[config.mk]
export PLATFORM = sky130hd
export DESIGN_NAME = fb_scanout
export DESIGN_NICKNAME = d
export VERILOG_FILES = /design/src/rtl/vga_pkg.sv /design/src/rtl/vga_timing_gen.sv /design/src/rtl/fb_scanout.sv
export SDC_FILE = /design/constraint.sdc
export NUM_CORES = 1
export LEC_CHECK = 0
export CORE_MARGIN = 8
export CORE_UTILIZATION = 60
export DETAILED_ROUTE_END_ITERATION = 16
export DONT_BUFFER_PORTS = 1
export PLACE_DENSITY_LB_ADDON = 0.1
export SYNTH_ARGS = -nofsm -noshare
export SYNTH_HDL_FRONTEND = slang
export SYNTH_SLANG_ARGS = --single-unit
[constraint.sdc]
create_clock -name clock -period 2.9 [get_ports clock]
set_clock_uncertainty 0.2 [all_clocks]
set_input_delay 0.58 -clock clock [delete_from_list [all_inputs] [get_ports clock]]
set_output_delay 0.58 -clock clock [all_outputs]
set_load 0.005 [all_outputs]
[src/rtl/vga_pkg.sv]
// vga_pkg: 640x480@60 timing, frame-buffer geometry and palette
// shared by the scan-out datapath and its timing generator.
package vga_pkg;

  localparam int VGA_H_ACTIVE = 640;
  localparam int VGA_H_FP     = 16;
  localparam int VGA_H_SYNC   = 96;
  localparam int VGA_H_BP     = 48;
  localparam int VGA_H_TOTAL  = VGA_H_ACTIVE + VGA_H_FP
                              + VGA_H_SYNC + VGA_H_BP;

  localparam int VGA_V_ACTIVE = 480;
  localparam int VGA_V_FP     = 10;
  localparam int VGA_V_SYNC   = 2;
  localparam int VGA_V_BP     = 33;
  localparam int VGA_V_TOTAL  = VGA_V_ACTIVE + VGA_V_FP
                              + VGA_V_SYNC + VGA_V_BP;

  localparam int ADDR_W = 19;

  typedef logic [2:0]  pix_code_t;
  typedef logic [23:0] rgb_t;

  typedef enum logic {
    ST_IDLE,
    ST_SCAN
  } scan_state_t;

  typedef struct packed {
    logic active;
    logic hs;
    logic vs;
    logic fs;
  } raster_t;

  localparam raster_t RASTER_IDLE = '{
    active: 1'b0, hs: 1'b1, vs: 1'b1, fs: 1'b0
  };

  // index 0 sits in the low bits: black, white, R, G, B, Y, C, M
  localparam rgb_t [7:0] PALETTE = {
    24'hFF00FF, 24'h00FFFF, 24'hFFFF00, 24'h0000FF,
    24'h00FF00, 24'hFF0000, 24'hFFFFFF, 24'h000000
  };

endpackage

[src/rtl/vga_timing_gen.sv]
// vga_timing_gen: h/v raster counters with enable/idle control.
// Emits undelayed active, syncs and frame-start for the current h/v.
module vga_timing_gen
  import vga_pkg::*;
#(
  parameter int H_ACTIVE = VGA_H_ACTIVE,
  parameter int H_FP     = VGA_H_FP,
  parameter int H_SYNC   = VGA_H_SYNC,
  parameter int H_BP     = VGA_H_BP,
  parameter int V_ACTIVE = VGA_V_ACTIVE,
  parameter int V_FP     = VGA_V_FP,
  parameter int V_SYNC   = VGA_V_SYNC,
  parameter int V_BP     = VGA_V_BP
) (
  input  logic    clock,
  input  logic    resetn,
  input  logic    enable,
  output raster_t raster,
  output logic    scan
);

  localparam int HT = H_ACTIVE + H_FP + H_SYNC + H_BP;
  localparam int VT = V_ACTIVE + V_FP + V_SYNC + V_BP;
  localparam int HW = $clog2(HT);
  localparam int VW = $clog2(VT);

  localparam logic [HW-1:0] H_LAST = HW'(HT - 1);
  localparam logic [HW-1:0] H_ACT  = HW'(H_ACTIVE);
  localparam logic [HW-1:0] HS_BEG = HW'(H_ACTIVE + H_FP);
  localparam logic [HW-1:0] HS_END = HW'(H_ACTIVE + H_FP + H_SYNC);
  localparam logic [VW-1:0] V_LAST = VW'(VT - 1);
  localparam logic [VW-1:0] V_ACT  = VW'(V_ACTIVE);
  localparam logic [VW-1:0] VS_BEG = VW'(V_ACTIVE + V_FP);
  localparam logic [VW-1:0] VS_END = VW'(V_ACTIVE + V_FP + V_SYNC);

  scan_state_t     state, state_nx;
  logic [HW-1:0]   h, h_nx;
  logic [VW-1:0]   v, v_nx;

  always_ff @(posedge clock or negedge resetn) begin
    if (!resetn) begin
      state <= ST_IDLE;
      h     <= '0;
      v     <= '0;
    end else begin
      state <= state_nx;
      h     <= h_nx;
      v     <= v_nx;
    end
  end

  // leaving SCAN is only allowed on the last pixel of a frame
  always_comb begin
    state_nx = state;
    h_nx     = h;
    v_nx     = v;
    unique case (state)
      ST_IDLE: begin
        h_nx = '0;
        v_nx = '0;
        if (enable) state_nx = ST_SCAN;
      end
      ST_SCAN: begin
        if (h == H_LAST) begin
          h_nx = '0;
          v_nx = (v == V_LAST) ? '0 : v + 1'b1;
          if (v == V_LAST && !enable) state_nx = ST_IDLE;
        end else begin
          h_nx = h + 1'b1;
        end
      end
      default: state_nx = ST_IDLE;
    endcase
  end

  always_comb begin
    scan          = (state == ST_SCAN);
    raster        = RASTER_IDLE;
    raster.active = scan && h < H_ACT && v < V_ACT;
    raster.hs     = !(scan && h >= HS_BEG && h < HS_END);
    raster.vs     = !(scan && v >= VS_BEG && v < VS_END);
    raster.fs     = scan && h == '0 && v == '0;
  end

endmodule

[src/rtl/fb_scanout.sv]
// fb_scanout: raster-order frame-buffer reader driving VGA pins.
// Address counter, palette lookup and a latency-matched sync delay line.
module fb_scanout
  import vga_pkg::*;
#(
  parameter int H_ACTIVE   = VGA_H_ACTIVE,
  parameter int H_FP       = VGA_H_FP,
  parameter int H_SYNC     = VGA_H_SYNC,
  parameter int H_BP       = VGA_H_BP,
  parameter int V_ACTIVE   = VGA_V_ACTIVE,
  parameter int V_FP       = VGA_V_FP,
  parameter int V_SYNC     = VGA_V_SYNC,
  parameter int V_BP       = VGA_V_BP,
  parameter int RD_LATENCY = 1
) (
  input  logic              clock,
  input  logic              resetn,
  input  logic              enable,
  output logic [ADDR_W-1:0] mem_raddr,
  output logic              mem_rden,
  input  pix_code_t         mem_rdata,
  output logic [7:0]        vga_r,
  output logic [7:0]        vga_g,
  output logic [7:0]        vga_b,
  output logic              vga_hs,
  output logic              vga_vs,
  output logic              vga_blank_n,
  output logic              frame_start
);

  localparam int DEPTH = RD_LATENCY + 2;

  raster_t             raw;
  logic                scan;
  raster_t [DEPTH-1:0] pipe;
  rgb_t                rgb;
  logic [ADDR_W-1:0]   addr_cnt;

  vga_timing_gen #(
    .H_ACTIVE (H_ACTIVE),
    .H_FP     (H_FP),
    .H_SYNC   (H_SYNC),
    .H_BP     (H_BP),
    .V_ACTIVE (V_ACTIVE),
    .V_FP     (V_FP),
    .V_SYNC   (V_SYNC),
    .V_BP     (V_BP)
  ) u_timing (
    .clock  (clock),
    .resetn (resetn),
    .enable (enable),
    .raster (raw),
    .scan   (scan)
  );

  // addr_cnt holds the next address; frame start reloads it
  always_ff @(posedge clock or negedge resetn) begin
    if (!resetn) begin
      addr_cnt  <= '0;
      mem_raddr <= '0;
      mem_rden  <= 1'b0;
    end else begin
      mem_rden <= raw.active;
      unique case (1'b1)
        !scan: begin
          addr_cnt  <= '0;
          mem_raddr <= '0;
        end
        raw.fs: begin
          addr_cnt  <= ADDR_W'(1);
          mem_raddr <= '0;
        end
        raw.active && !raw.fs: begin
          addr_cnt  <= addr_cnt + 1'b1;
          mem_raddr <= addr_cnt;
        end
        default: ;
      endcase
    end
  end

  // pipe[RD_LATENCY] lines up with mem_rdata for the same pixel
  always_ff @(posedge clock or negedge resetn) begin
    if (!resetn) begin
      pipe <= {DEPTH{RASTER_IDLE}};
      rgb  <= '0;
    end else begin
      pipe <= {pipe[DEPTH-2:0], raw};
      rgb  <= pipe[DEPTH-2].active ? PALETTE[mem_rdata] : '0;
    end
  end

  assign vga_r       = rgb[23:16];
  assign vga_g       = rgb[15:8];
  assign vga_b       = rgb[7:0];
  assign vga_hs      = pipe[DEPTH-1].hs;
  assign vga_vs      = pipe[DEPTH-1].vs;
  assign vga_blank_n = pipe[DEPTH-1].active;
  assign frame_start = pipe[DEPTH-1].fs;

endmodule

# Yosys cells after proc, flatten, opt, wreduce, memory -nomap -nowiden
# Memories as Yosys holds them, arrays and structs flattened.
# Cells that the tools add are included.
# op_classes
n_addsub	3
multipliers	0
div	0
magnitude_cmp	7
n_eq_ne	3
shift	0
n_mux	13
bitwise_logic	1
reduce_logical	20
# op_table
op	count
19-bit one-hot mux with 3 select lines	1
24-bit 2-to-1 mux	2
10-bit one-hot mux with 2 select lines	2
19-bit one-hot mux with 2 select lines	1
10-bit 2-to-1 mux	3
10-bit by 1-bit adder with 10-bit output, second input constant	2
10-bit == test, second input constant	2
10-bit zero test	2
10-bit < comparator, second input constant	2
10-bit by 9-bit < comparator with 1-bit output, second input constant	2
19-bit by 1-bit adder with 19-bit output, second input constant	1
10-bit >= comparator, second input constant	1
10-bit by 9-bit >= comparator with 1-bit output, second input constant	1
1-bit logical AND	10
1-bit zero test	5
3-bit by 4-bit < comparator with 1-bit output, second input constant	1
1-bit 2-to-1 mux	3
3-bit nonzero test	1
2-bit inequality test, second input constant	1
1-bit one-hot mux with 2 select lines	1
2-bit nonzero test	1
2-bit OR reduction	1
1-bit inverter	1
# totals
ff_bits	95
latch_bits	0
mem_bits_rw	0
mem_bits_ro	192
output_inout_bits	48
word_cells	66
mem_count	1
# memory_table
name	depth	word_bits	rd	rd_ports_with_merged_regs	write_ports	line	text
(name not given)	8	24	1	0	0	fb_scanout.sv:89	rgb <= pipe[DEPTH-2].active ? PALETTE[mem_rdata] : '0;

# Longest topological paths before layout
# Gate-level depths: netlist (run 1).
# depth
depth_word	6
ltp_mapped	8
depth_no_buf	6

# Hierarchy
# From an unflattened synthesis (run 1), not the netlist that was laid out.
# hier_totals
cells_unflattened	351
hier_area_um2	3718.6
# modules_own_cells
module	n_inst	cells_each	area_each_um2	seq_area_each_um2
fb_scanout	1	217	2391.0	1333.8
vga_timing_gen	1	134	1327.5	525.5

# Worst setup path before layout (run 1)
# OpenSTA, ideal clock, no wires.
# synth_path
path_type	reg-to-reg
from	reg u_timing.v[0]
to	reg addr_cnt[1]
t_arrival_ns	1.803
setup_slack_ns	0.776
stages_incl_launch_ff	8
synth_period_minus_slack_ns	2.124
cell_sequence	dfrtp_1 -> inv_1 -> ha_1 -> nor4b_2 -> nand4_1 -> or2_1 -> buf_2 -> a32o_1
# synth_between
elab_chain_len	5
# synth_rtl
item	line	text
start, declared	vga_timing_gen.sv:38	logic [VW-1:0] v, v_nx;
start signal, assigned	vga_timing_gen.sv:48	v <= v_nx;
branches (longest 5 deep; another with 10-bit by 9-bit < comparator with 1-bit output)	-	
end signal, assigned	fb_scanout.sv:74	addr_cnt <= addr_cnt + 1'b1;
end, declared	fb_scanout.sv:37	logic [ADDR_W-1:0] addr_cnt;
# Several ways; the timed one is not identified.
# A chain may end at the register's enable or synchronous reset.

# Worst setup path after layout (run 1)
# layout_path
from	reg u_timing.v[1]
to	reg mem_raddr[8]
# layout_between
elab_chain_len	5
# layout_rtl
item	line	text
branches (longest 5 deep; another with 10-bit by 9-bit < comparator with 1-bit output)	-	
end signal, assigned	fb_scanout.sv:75	mem_raddr <= addr_cnt;
end, declared	fb_scanout.sv:19	output logic [ADDR_W-1:0] mem_raddr,
# Several ways; the timed one is not identified.

==> results of run 1 <==
[metal layers]
| metal | GRT usage [%] | routed length, µm |
|---|---|---|
| met4 | 8.851 | 72 |
| met3 | 4.237 | 465 |
| met2 | 28.12 | 3687 |
| met5 | 0 | 0 |
| met1 | 23.46 | 3440 |
[worst max-delay path: cells and delay by family (launching register included)]
family / cells / cell delay, ps
buffers and inverters: 1 / 80
AND/OR/NAND/NOR: 3 / 1200
flip-flops: 1 / 460
adder cells (fa/ha/maj): 1 / 120
AO/OA/AOI/OAI: 1 / 400
[how the worst max path moves through the flow]
stage	startpoint	slack (ps)	endpoint
global placement	u_timing.v[0]$_DFFE_PN0P_	460	mem_raddr[9]$_DFFE_PN0P_
floorplan	u_timing.v[0]$_DFFE_PN0P_	780	addr_cnt[1]$_DFFE_PN0P_
finish	u_timing.v[1]$_DFFE_PN0P_	300	mem_raddr[8]$_DFFE_PN0P_
detailed placement	u_timing.v[1]$_DFFE_PN0P_	360	mem_raddr[15]$_DFFE_PN0P_
global route	u_timing.v[1]$_DFFE_PN0P_	170	mem_raddr[8]$_DFFE_PN0P_
CTS	u_timing.v[1]$_DFFE_PN0P_	310	mem_raddr[8]$_DFFE_PN0P_
[layout by cell type, fill, tap and decap left out, types with 7 or more instances in the layout]
master / count
or3_1: 10
nand4_1: 12
clkbuf_8: 9
ha_1: 7
inv_1: 8
nand2_1: 24
nor3_1: 7
and4_1: 7
a32o_1: 20
nor2_1: 14
a21oi_1: 18
o21ai_0: 14
dfrtp_1: 68
nand3_1: 19
o31ai_1: 10
or4_1: 10
[cells by family (layout without fill, tap and decap cells)]
group	count (synthesis)	in the layout	share of synthesized area, %
XOR/XNOR	9	9	2.153
buffers and inverters	48	32	7.895
AND/OR/NAND/NOR	131	131	20.23
flip-flops	74	74	50.79
AO/OA/AOI/OAI	77	77	15.45
multiplexers	4	4	1.094
adder cells (fa/ha/maj)	7	7	2.392
[flip-flops by register name, summed over array words and instances, names as in the netlist]
name and cells:
u_timing.scan 1, mem_raddr 19, rgb 3, vga_vs 1, u_timing.v 10, vga_hs 1, vga_blank_n 1, u_timing.h 10
frame_start 1, pipe 8, addr_cnt 19
[Yosys cell counts, types with 8 or more instances]
cell,number
dfrtp_1,68
nand2_1,24
buf_4,22
a32o_1,20
nand4_1,12
nand3_1,19
inv_1,8
a21oi_1,18
or4_1,10
or3_1,10
o31ai_1,10
nor2_1,14
nor3_1,8
o21ai_0,14
buf_2,8
[area by class of cell]
cell class,instances,area [µm²]
Sequential cell,74,1859
Clock inverter,5,81.33
Fill cell,484,2112
Timing Repair Buffer,8,95.09
Clock buffer,11,131.4
Tap cell,75,93.84
Inverter,8,30.03
Multi-Input combinational cell,228,1518
[power groups by stage]
stage	registers, µW	logic (µW)	clock network (µW)
after global placement	1070	7.28	0
final	1050	32.0	866
after global routing	1050	37.8	926
after floorplan	1060	46.9	0
after CTS	1050	33.7	882
after detailed placement	1070	7.63	0
[metrics by stage]
step           setup WS, ps  cells  util, %  power (µW)
5_1_grt               166.4    409    64.33        2014
2_1_floorplan         775.7    350        -        1109
6_report              303.1    409    64.33        1946
4_1_cts               308.6    409    64.33        1964
3_5_place_dp          358.7    391    60.10        1076
3_3_place_gp          463.3    391    60.10        1076
==> metrics.md, run 1 <==
| Metric | Value |
|---|---|
| Pint | `1530 µW` |
| Initial Utilization | `61.83%` |
| Worst min-delay path class | `flop to flop` |
| Antenna Cells | `0` |
| # resized after CTS | `0` |
| Sw Pwr | `415.9 µW` |
| Leakage | `0.001561 µW` |
| Slew @ Worst Pin | `822.9 ps` |
| Sink Count | `74` |
| Slowest CP cell | `or2_1` |
| Vias | `2669` |
| Final Hold Viols | `0` |
| DP Area | `0.003558 mm²` |
| Unrepaired setup endpoints after global routing | `no` |
| Global-route wire length before repair | `12.77 mm` |
| # Post-CTS Setup Buffers | `0` |
| Htree depth | `3` |
| I/O pin total | `54` |
| Post-Syn Area | `0.003661 mm²` |
| Worst-path fanout max | `21` |
| Layout cells sized above 1 | `9.581%` |
| # DRC | `0` |
| Largest net degree at the start of global routing | `75` |
| Post-Syn Nets | `363` |
| Switching Fraction | `21.37%` |
| Sequential share of power | `53.9%` |
| Final Max Slew Viols | `0` |
| Max-Cap Viols | `0` |
| CTS tree | `yes` |
| Cell Chain, Critical Path | `inv_1, ha_1, nor4b_2, nand4_1, or2_1, a32o_1` |
| First-pass DRT Iterations | `6` |
| Final Cycle Share | `89.55%` |
| CTS max path bufs | `2` |
| Largest cells by area after synthesis | `dfrtp_1 46%, a32o_1 5.5%, buf_4 4.5%` |
| Design area | `0.003809 mm²` |
| Top_reg_cell synth | `dfrtp_1` |
| Count of input and output buffers | `0` |
| Status | `complete, no violations` |
| RR Startpoint | `u_timing.v[1]$_DFFE_PN0P_` |
| Maximum vdd drop | `0.3094 mV` |
| Worst Hold Endpoint | `frame_start$_DFF_PN0_` |
| Vias in the first global route | `2568` |
| Syn Area/Cell | `10.46 µm²` |
| Antenna violations before repair | `0` |
| DRT antenna net count | `0` |
| Distinct cells, synth | `44` |
| Die height | `94.12 µm` |
| Finish-stage setup viols | `0` |
| Nets | `342` |
| Die span in x | `94.12 µm` |
| Grt ovf | `0` |
| Final min period | `2597 ps` |
| Core Region | `0.005921 mm²` |
| Area leader, netlist | `dfrtp_1` |
| Detailed placer's ending HPWL | `4.854 mm` |
| Synth Instances | `350` |
| HP Start | `pipe[4]$_DFF_PN0_` |
| Synth warn | `0` |
| Clock share of power | `44.5%` |
| R2R depth | `6` |
| CP startpoint kind | `flop` |
| Later-pin clock latency in the skew report | `350 ps` |
| Nature of the critical path endpoint | `flop` |
| Top cell type's share of synthesized area | `46.48%` |
| DRT Wirelength | `7.666 mm` |
| DRT iter0 DRCs | `140` |
| Clock Pin Slew Worst Setup and Hold Paths | `80 ps` |
| Wire per inst | `18.74 µm` |
| EDFF count, synth | `0` |
| Sequential fraction of the synthesis area | `50.79%` |
| Rows | `28` |
| Vias per std cell | `6.526` |
| Combinational cell fraction of total power | `1.6%` |
| Slew Limit Headroom | `45.14%` |
| GRT Total Usage | `18.21%` |
| Hold depth | `0` |
| Crit Path Class | `flop to flop` |
| R2r setup slk | `300 ps` |
| CTS buffer count | `9` |
| Area delta synth->final | `4.033%` |
| CTS root buffer | `clkbuf_8` |
| Power Density | `510.9 mW/mm²` |
| Worst hold margin | `150.1 ps` |
| Arr. time, crit path | `2620 ps` |
| WP data required | `2920 ps` |
| Max Fclk | `385.1 MHz` |
| R2R Path End | `mem_raddr[8]$_DFFE_PN0P_` |
| Post-synth ARST share | `100.0%` |
| RePlAce Congestion | `0.8566` |
| Die area | `0.008858 mm²` |
| Setup Total Neg Slack | `0 ps` |
| Yosys reg bits | `74` |
| Max stage delay on crit path | `610 ps` |
| Hold_buf cts | `2` |
Power figures use the tool's default switching activity.
==> run 2: changes to the inputs <==
--- a/config.mk
+++ b/config.mk
@@ -12,4 +12,5 @@
 export PLACE_DENSITY_LB_ADDON = 0.1
 export SYNTH_ARGS = -nofsm -noshare
 export SYNTH_HDL_FRONTEND = slang
+export SYNTH_HIERARCHICAL = 1
 export SYNTH_SLANG_ARGS = --single-unit
==> run 2 against run 1 <==
- synthesized cell count is 0.29% higher
- combinational power grew to 11 times the previous value
- setup slack improved by 45 ps
- clock power shrank 6.4%
- critical path depth rose by 3
- largest cell class unchanged
- largest power group unchanged
==> metrics.md, run 2 <==
| Metric | Value |
|---|---|
| Die span in x | `94.73 µm (+0.65%)` |
| CP startpoint kind | `flop` |
| Post-synth ARST share | `100.0% (unchanged)` |
| Place WS | `273.2 ps (-85.50 ps)` |
| Final min period | `2552 ps (-44.78 ps)` |
| Slew Limit Headroom | `60.58% (+15 points)` |
| Arr. time, crit path | `2580 ps (-40 ps)` |
| Most frequent cells in the layout | `68 x dfrtp_1, 34 x nand2_1, 20 x o21ai_0` |
| Critical Path Most Common Cell | `nor2_1` |
| Wire per inst | `16.89 µm (-9.9%)` |
| Buf/Inv on CP | `2 (+1)` |
| Largest cells by area after synthesis | `dfrtp_1 46%, buf_4 4.6%, dfstp_2 4.2%` |
| Final setup margin | `347.9 ps (+44.78 ps)` |
| Synth warn | `6 (+6)` |
| Global-route wire length before repair | `11.73 mm (-8.2%)` |
| DP Area | `0.003561 mm² (about the same)` |
| Initial Utilization | `62.44% (+0.60 points)` |
| Placed cells | `393 (+0.51%)` |
| Count of input and output buffers | `0 (unchanged)` |
| Antenna Cells | `0 (unchanged)` |
| Distinct cells, synth | `60 (+36%)` |
| Htree depth | `3 (unchanged)` |
| Switching Fraction | `30.11% (+8.7 points)` |
| CTS max path bufs | `2 (unchanged)` |
| Clock share of power | `31.8% (-13 points)` |
| Worst-path fanout max | `18 (-14%)` |
| Critical path's top delay family | `simple AND/OR/NAND/NOR gates` |
| Nets | `344 (+0.58%)` |
| GRT Total Usage | `16.45% (-1.8 points)` |
| Max-Cap Viols | `0 (unchanged)` |
| Area leader, netlist | `dfrtp_1` |
| Worst min-delay path class | `input port to flop` |
| CTS buffer count | `9 (unchanged)` |
| WP data required | `2930 ps (about the same)` |
| Status | `complete, no violations` |
| Largest regs | `addr_cnt: 19 flops, mem_raddr: 19 flops` |
| Non-Filler Instances | `411 (+0.49%)` |
| DRT Wirelength | `6.941 mm (-9.5%)` |
| Grt ovf | `0 (unchanged)` |
| Die area | `0.008973 mm² (+1.3%)` |
| Post-Syn Area | `0.003719 mm² (+1.6%)` |
| Slew @ Worst Pin | `585.9 ps (-237.0 ps)` |
| Vias | `2531 (-5.2%)` |
| Most numerous cell in the Yosys netlist | `dfrtp_1` |
| Commonest non-fill, non-tap cell in the layout | `dfrtp_1` |
| Rows | `28 (unchanged)` |
| Layout cells sized above 1 | `13.99% (+4.4 points)` |
| Later-pin clock latency in the skew report | `340 ps (about the same)` |
| Pint | `1782 µW (+16%)` |
| RePlAce Congestion | `0.8624 (+0.68%)` |
| I/O pin total | `54 (unchanged)` |
| Combinational cell fraction of total power | `13.9% (+12 points)` |
| Leakage | `0.001692 µW (+8.4%)` |
| CTS root buffer | `clkbuf_8` |
| Unrepaired setup endpoints after global routing | `no` |
| Power Density | `669.3 mW/mm² (+31%)` |
| # DRC | `0 (unchanged)` |
| Post-Syn Nets | `364 (+0.28%)` |
| Largest net degree at the start of global routing | `75 (unchanged)` |
| Max Fclk | `391.8 MHz (+1.8%)` |
| Sw Pwr | `767.4 µW (+85%)` |
| Area delta synth->final | `2.423%` |
| Setup Total Neg Slack | `0 ps (unchanged)` |
| Post-synth top cells | `68 x dfrtp_1, 34 x nand2_1, 23 x buf_4, 20 x o21ai_0, 18 x nor2_1` |
| RR Startpoint | `u_timing/v[1]$_DFFE_PN0P_` |
| First-pass DRT Iterations | `5 (-1)` |
| CTS tree | `yes` |
| Sink Count | `74 (unchanged)` |
| Final Hold Viols | `0 (unchanged)` |
| HP Start | `enable` |
| Design area | `0.003809 mm² (unchanged)` |
| Finish-stage setup viols | `0 (unchanged)` |
| Yosys reg bits | `74 (unchanged)` |
| Maximum vdd drop | `0.4242 mV (+37%)` |
| Top cell type's share of synthesized area | `45.76% (-0.72 points)` |
| Max stage delay on crit path | `440 ps (-170 ps)` |
| Sequential fraction of the synthesis area | `50.00% (-0.79 points)` |
| Synth Instances | `351 (+0.29%)` |
| Syn Area/Cell | `10.59 µm² (+1.3%)` |
| Sequential share of power | `54.3% (+0.4 points)` |
| Crit Path Class | `flop to flop` |
| Vias per std cell | `6.158 (-5.6%)` |
| Final Cycle Share | `88.00% (-1.5 points)` |
| # Post-CTS Setup Buffers | `0 (unchanged)` |
| Slowest CP cell | `dfrtp_1` |
| Top_reg_cell synth | `dfrtp_1` |
| Nature of the critical path endpoint | `flop` |
| EDFF count, synth | `0 (unchanged)` |
| Core Region | `0.005956 mm² (+0.59%)` |
| DRT iter0 DRCs | `143 (+2.1%)` |
| Vias in the first global route | `2394 (-6.8%)` |
| Final Max Slew Viols | `0 (unchanged)` |
| Final Util | `63.95% (-0.38 points)` |
| Cell Chain, Critical Path | `inv_1, ha_1, nor4b_4, nand2_1, nor2_1, nand2b_1, buf_4, nor2_1, a221o_1` |
| Die height | `94.73 µm (+0.65%)` |
| Antenna violations before repair | `0 (unchanged)` |
| Detailed placer's ending HPWL | `4.614 mm (-4.9%)` |
| Clock Pin Slew Worst Setup and Hold Paths | `80 ps (about the same)` |
| DRT antenna net count | `0 (unchanged)` |
| Critical Path Start | `u_timing/v[1]$_DFFE_PN0P_` |
[run 2: cell types whose count changed in the layout (fill, tap and decap cells not counted), moves of 5 or more]
cell / before / now
o21ai_0: 14 / 20
a31oi_1: 1 / 10
a21oi_1: 18 / 8
or4_1: 10 / 2
nand2_1: 24 / 34
o21ai_1: 1 / 6
a32o_1: 20 / 0
nand3_1: 19 / 13
a22o_1: 0 / 17
o31ai_1: 10 / 3
or3_1: 10 / 3
[run 2: cell type report]
type / instances / area (µm²)
Fill cell: 462 / 2147
Tap cell: 75 / 93.84
Timing Repair Buffer: 7 / 87.58
Inverter: 11 / 41.29
Multi-Input combinational cell: 228 / 1523
Sequential cell: 74 / 1859
Clock inverter: 4 / 48.80
Clock buffer: 12 / 155.1
[run 2: path summary, 6_finish.rpt]
| check | to | slack, ps | cells after the start |
|---|---|---|---|
| setup reg to reg | addr_cnt[14]$_DFFE_PN0P_ | 350 | 9 |
| hold / removal | u_timing/scan$_DFF_PN0_ | 160 | 1 |
| hold reg to reg | vga_hs$_DFF_PN1_ | 160 | 0 |
| max in group asynchronous | pipe[6]$_DFF_PN1_ | 1590 | 2 |
| min in group asynchronous | addr_cnt[14]$_DFFE_PN0P_ | 570 | 2 |
| setup / recovery | addr_cnt[14]$_DFFE_PN0P_ | 350 | 9 |
[run 2: per-layer routing]
layer | track usage [%] | vias to the layer above | routed length (µm)
met4 | 6.502 | 0 | 76
li1 | - | 1227 | -
met3 | 4.762 | 9 | 580
met2 | 22.31 | 70 | 2892
met5 | 0 | - | 0
met1 | 23.95 | 1225 | 3392
[run 2: cell families after synthesis]
group,count (synthesis),share of synthesized area [%]
buf+inv,49,9.421
xor+xnor,9,2.120
mux,1,0.3028
simple gates,128,19.58
flops,74,50.00
fa+ha+maj,7,2.355
compound gates,83,16.22
[run 2: per-stage QoR]
step	hold slack (ps)	power (µW)
2_1_floorplan	84.41	1716
3_3_place_gp	86.48	1724
3_5_place_dp	86.53	1727
4_1_cts	139.8	2578
5_1_grt	145.6	2713
6_report	157.2	2549
[run 2: power by group through the flow]
stage / clock network [µW] / logic, µW / registers (µW)
floorplan: 0 / 413 / 1300
global placement: 0 / 325 / 1400
detailed placement: 0 / 325 / 1400
CTS: 838 / 359 / 1380
global route: 884 / 412 / 1420
finish: 811 / 354 / 1380
[run 2: what timing repair did]
item,in CTS,in global routing
setup endpoints to repair,0,2
resized for setup,0,1
hold endpoints to repair,74,0
hold buffers,2,0
